===== config.mk =====
export PLATFORM = sky130hd
export DESIGN_NAME = matrix_op_sequencer
export DESIGN_NICKNAME = d
export VERILOG_FILES = /design/src/rtl/matrix_op_sequencer.sv
export SDC_FILE = /design/constraint.sdc
export NUM_CORES = 1
export LEC_CHECK = 0
export CORE_MARGIN = 2
export CORE_UTILIZATION = 59
export CTS_CLUSTER_DIAMETER = 100
export DETAILED_ROUTE_END_ITERATION = 10
export DONT_BUFFER_PORTS = 1
export PLACE_DENSITY = 0.78
export SYNTH_ARGS = -nofsm -noshare
export SYNTH_HDL_FRONTEND = slang
export SYNTH_SLANG_ARGS = --single-unit

===== constraint.sdc =====
create_clock -name clk -period 4.1 [get_ports clk]
set_clock_uncertainty 0.05 [all_clocks]
set_input_delay 0.82 -clock clk [delete_from_list [all_inputs] [get_ports clk]]
set_output_delay 0.82 -clock clk [all_outputs]
set_load 0.005 [all_outputs]

===== src/rtl/matrix_op_sequencer.sv =====
// Element-wise add/subtract sequencer over two operand matrices held in a registered-read memory.
// Define MATRIX_SAT_EN to saturate results instead of wrapping them.
module matrix_op_sequencer #(
   parameter int DATA_W = 8,
   parameter int N_ELEM = 4,
   localparam int AW = $clog2(N_ELEM)
) (
   input  logic              clk,
   input  logic              nrst,
   input  logic [2:0]        opcode,
   input  logic              is_op,
   input  logic              is_result,
   output logic [AW-1:0]     rd_addr,
   input  logic [DATA_W-1:0] a_data,
   input  logic [DATA_W-1:0] b_data,
   output logic              wr_en,
   output logic [AW-1:0]     wr_addr,
   output logic [DATA_W-1:0] wr_data,
   output logic              busy,
   output logic              done,
   output logic              overflow,
   output logic [2:0]        last_op
);

   localparam logic [2:0]    OP_ADD   = 3'b001;
   localparam logic [2:0]    OP_SUB   = 3'b010;
   localparam logic [AW-1:0] IDX_LAST = AW'(N_ELEM - 1);

   typedef enum logic [1:0] {
      S_IDLE,
      S_RUN,
      S_DRAIN,
      S_DONE
   } state_t;

   state_t            state_q;
   logic [AW-1:0]     idx_q;
   logic              is_op_dly_q;
   logic              s1_valid_q;
   logic [AW-1:0]     s1_addr_q;
   logic              busy_q;
   logic              done_q;
   logic              ovf_q;
   logic [2:0]        last_op_q;

   logic              start;
   logic              is_sub;
   logic [DATA_W:0]   sum_w;
   logic [DATA_W:0]   diff_w;
   logic              flow_d;
   logic [DATA_W-1:0] result_d;

   assign start = is_op & ~is_op_dly_q & is_result &
                  ((opcode == OP_ADD) | (opcode == OP_SUB));

   // One extra bit catches the carry on add and the borrow (a < b) on subtract.
   assign is_sub = (last_op_q == OP_SUB);
   assign sum_w  = {1'b0, a_data} + {1'b0, b_data};
   assign diff_w = {1'b0, a_data} - {1'b0, b_data};
   assign flow_d = is_sub ? diff_w[DATA_W] : sum_w[DATA_W];

`ifdef MATRIX_SAT_EN
   always_comb begin
      result_d = is_sub ? diff_w[DATA_W-1:0] : sum_w[DATA_W-1:0];
      if (flow_d) begin
         result_d = is_sub ? '0 : '1;
      end
   end
`else
   assign result_d = is_sub ? diff_w[DATA_W-1:0] : sum_w[DATA_W-1:0];
`endif

   always_ff @(posedge clk or negedge nrst) begin
      if (!nrst) begin
         state_q     <= S_IDLE;
         idx_q       <= '0;
         is_op_dly_q <= 1'b0;
         s1_valid_q  <= 1'b0;
         s1_addr_q   <= '0;
         busy_q      <= 1'b0;
         done_q      <= 1'b0;
         ovf_q       <= 1'b0;
         last_op_q   <= '0;
      end else begin
         is_op_dly_q <= is_op;
         s1_valid_q  <= (state_q == S_RUN);
         s1_addr_q   <= (state_q == S_RUN) ? idx_q : '0;
         done_q      <= 1'b0;

         if (s1_valid_q && flow_d) begin
            ovf_q <= 1'b1;
         end

         case (state_q)
            S_IDLE: begin
               if (start) begin
                  last_op_q <= opcode;
                  ovf_q     <= 1'b0;
                  idx_q     <= '0;
                  busy_q    <= 1'b1;
                  state_q   <= S_RUN;
               end
            end
            S_RUN: begin
               // idx_q doubles as rd_addr, so it is parked at 0 when leaving RUN.
               if (idx_q == IDX_LAST) begin
                  idx_q   <= '0;
                  state_q <= S_DRAIN;
               end else begin
                  idx_q <= idx_q + AW'(1);
               end
            end
            S_DRAIN: begin
               busy_q  <= 1'b0;
               done_q  <= 1'b1;
               state_q <= S_DONE;
            end
            S_DONE: begin
               state_q <= S_IDLE;
            end
            default: begin
               state_q <= S_IDLE;
            end
         endcase
      end
   end

   assign rd_addr  = idx_q;
   assign wr_en    = s1_valid_q;
   assign wr_addr  = s1_addr_q;
   assign wr_data  = s1_valid_q ? result_d : '0;
   assign busy     = busy_q;
   assign done     = done_q;
   assign overflow = ovf_q;
   assign last_op  = last_op_q;

endmodule


==> metrics <==
RePlAce Congestion between 0.8 and 0.9; CP Class in2out; reg2reg start state_q[1]$_DFFE_PN0P_; Leakage 0.664 nW; Worst R2R Setup Slack 2.39 ns; Worst-path clk slew 0.07 ns; CP Launch Type input port; CTS tree built; Final period util 80.9%; most frequent cell after synthesis ha_1; Clock Sink Count 14; Reg2Reg Depth 5; crit end category primary output; Pins Over Slew Limit 0; PortBufs 0; final hold slack about 0.19 ns; All-Layer GR Usage between 20% and 30%; CTS root buffer clkbuf_4; Reg-to-Reg End state_q[1]$_DFFE_PN0P_; fmax between 300 and 400 MHz; post-route ant nets 0; worst-path fanout max 10; yosys warns 0; synth top area cells dfrtp_1 (26%), ha_1 (20%), inv_1 (5.6%), a21oi_1 (4.5%), o21ai_0 (3.4%); setup TNS 0 ns; Die Y 51.6 µm; unrepaired setup endpoints after global routing false; Routed WL per cell 15.2 µm; Layout Utilization 63.0%; worst-skew pair later-pin latency 0.27 ns; io pins 42; H-tree levels 1; Synth top area share 26.2%; sequential area share after synthesis 26.2%; fin cells 179; # setup viols final 0; DR vias approximately 1,100; die span in x 51.6 µm; Post-synth top cells ha_1 (21), inv_1 (20), dfrtp_1 (14); Detailed Route WL 2.72 mm; status complete, no violations; post-CTS setup buffer count 0; Async SR Flop Fraction 100%; Final Cell Area 0.00137 mm²; layout cells sized above 1 7.28%; Initial Utilization 61.7%; Max VDD drop about 0.53 mV; top_reg_cell synth dfrtp_1; Seq cells post-synth 14; total die area 0.00267 mm²; CP Data Required Time 3.23 ns; hold-fix buffers at CTS 0; Placement Cell Area 0.00135 mm²; row cnt 17; CTS resizes 0; Vias/cell 6.12; dpl hpwl 2.22 mm; worst-margin pin slew approximately 0.42 ns; Setup WS pre-CTS roughly 0.8 ns; Pre-Repair DR Iteration Count 4; Core Area 0.00217 mm²; Final min period 3.32 ns; nets 199; clock tree buffer depth 2; CTS Buf Count 3; Post-synth EDFFs 0; Final Hold Fails 0; Slew headroom 71.6%; global-route wire length before repair 4.52 mm; syn_area_per_cell 8.75 µm²; Arr. time, crit path 2.45 ns; Layout area overhead 2.15%; Tightest Hold Check Type in2async; initial antenna violation count 0; synthesized area between 0.001 and 0.0015 mm²; setup ws final 0.785 ns; Mapped Cells 153; placed insts between 150 and 200; antenna cells 0; Setup crit end wr_data[7]; Synth cell types 39; total power draw between 0.6 and 0.7 mW; vias in the first global route 1,125; syn_nets 199; GRT Residual Overflow 0; Critical path origin b_data[4]; initial DRC count 18; maxcap violations 0; cell taking the most area after synthesis dfrtp_1; largest net degree at the start of global routing 15; pwr/cell area 458 mW/mm²; number of remaining DRC errors 0
[worst min-delay path by stage]
| stage | from | end | slack [ns] | cells past startpoint |
|---|---|---|---|---|
| 2_1_floorplan | last_op[2]$_DFFE_PN0P_ | last_op[2]$_DFFE_PN0P_ | 0.45 | 1 |
| 6_report | nrst | last_op[1]$_DFFE_PN0P_ | 0.19 | 0 |
| 5_1_grt | nrst | is_op_dly_q$_DFF_PN0_ | 0.16 | 0 |
| 3_5_place_dp | nrst | state_q[1]$_DFFE_PN0P_ | 0.47 | 0 |
| 3_3_place_gp | nrst | state_q[1]$_DFFE_PN0P_ | 0.47 | 0 |
| 4_1_cts | nrst | state_q[1]$_DFFE_PN0P_ | 0.18 | 0 |
[critical path, stage by stage]
cell	delay [ns]
inv_1	0.02
ha_1	0.38
or4_1	0.55
o21ai_1	0.17
a2111oi_2	0.06
nor3_2	0.19
mux2i_1	0.26
[kinds of logic after synthesis]
group           share of synthesized area [%]
compound gates                           18.4
simple gates                             18.4
mux                                      4.02
xor+xnor                                 2.62
buf+inv                                  7.76
fa+ha+maj                                22.6
flops                                    26.2
[cell type report]
| type | instances | area, µm² |
|---|---|---|
| fillers | 188 | 802 |
| flip-flops and latches | 14 | 350 |
| inverters | 20 | 75.1 |
| multi-input cells | 114 | 885 |
| well taps | 28 | 35.0 |
| clock buffers | 3 | 22.5 |
[flip-flops by register name (all words and copies together) (netlist names)]
register and cells:
busy 1, is_op_dly_q 1, wr_addr 2, overflow 1, rd_addr 2, state_q 2, wr_en 1, done 1
last_op 3
[per-layer routing]
metal | part of all wire, % | track usage, % | vias to the layer above
li1 | - | - | 522
met2 | 52 | 41.5 | 35
met1 | 41 | 25.9 | 538
met3 | 6.5 | 6.32 | 0
met5 | 0 | 0 | -
met4 | 0 | 2.19 | 0
[power by group]
| group | internal, mW | total [mW] | switching (mW) | leakage (nW) |
|---|---|---|---|---|
| Clock | 0.0340 | 0.0716 | 0.0376 | 0.0138 |
| Combinational | 0.140 | 0.313 | 0.174 | 0.474 |
| Sequential | 0.188 | 0.242 | 0.0539 | 0.177 |
[layout by cell type (no fill, tap or decap), drive strengths merged]
cell | Yosys | layout
xnor2 | 4 | 4
a2111oi | 1 | 1
ha | 21 | 21
a21o | 3 | 3
a21oi | 12 | 12
nor2b | 3 | 3
o211ai | 2 | 2
a211oi | 1 | 1
mux2 | 3 | 3
and4 | 1 | 1
and2 | 7 | 7
or4 | 2 | 2
nand3 | 2 | 2
o41ai | 1 | 1
clkbuf | 2 | 3
dfrtp | 14 | 14
o2111ai | 1 | 1
a32o | 1 | 1
nor3 | 6 | 6
and3b | 1 | 1
o21ai | 11 | 11
a221oi | 2 | 2
inv | 20 | 20
nor4 | 1 | 1
mux2i | 2 | 2
nand2b | 3 | 3
a21boi | 1 | 1
o21bai | 1 | 1
nor2 | 7 | 7
nand2 | 10 | 10
nand3b | 2 | 2
fa | 2 | 2
Power figures use the tool's default switching activity.
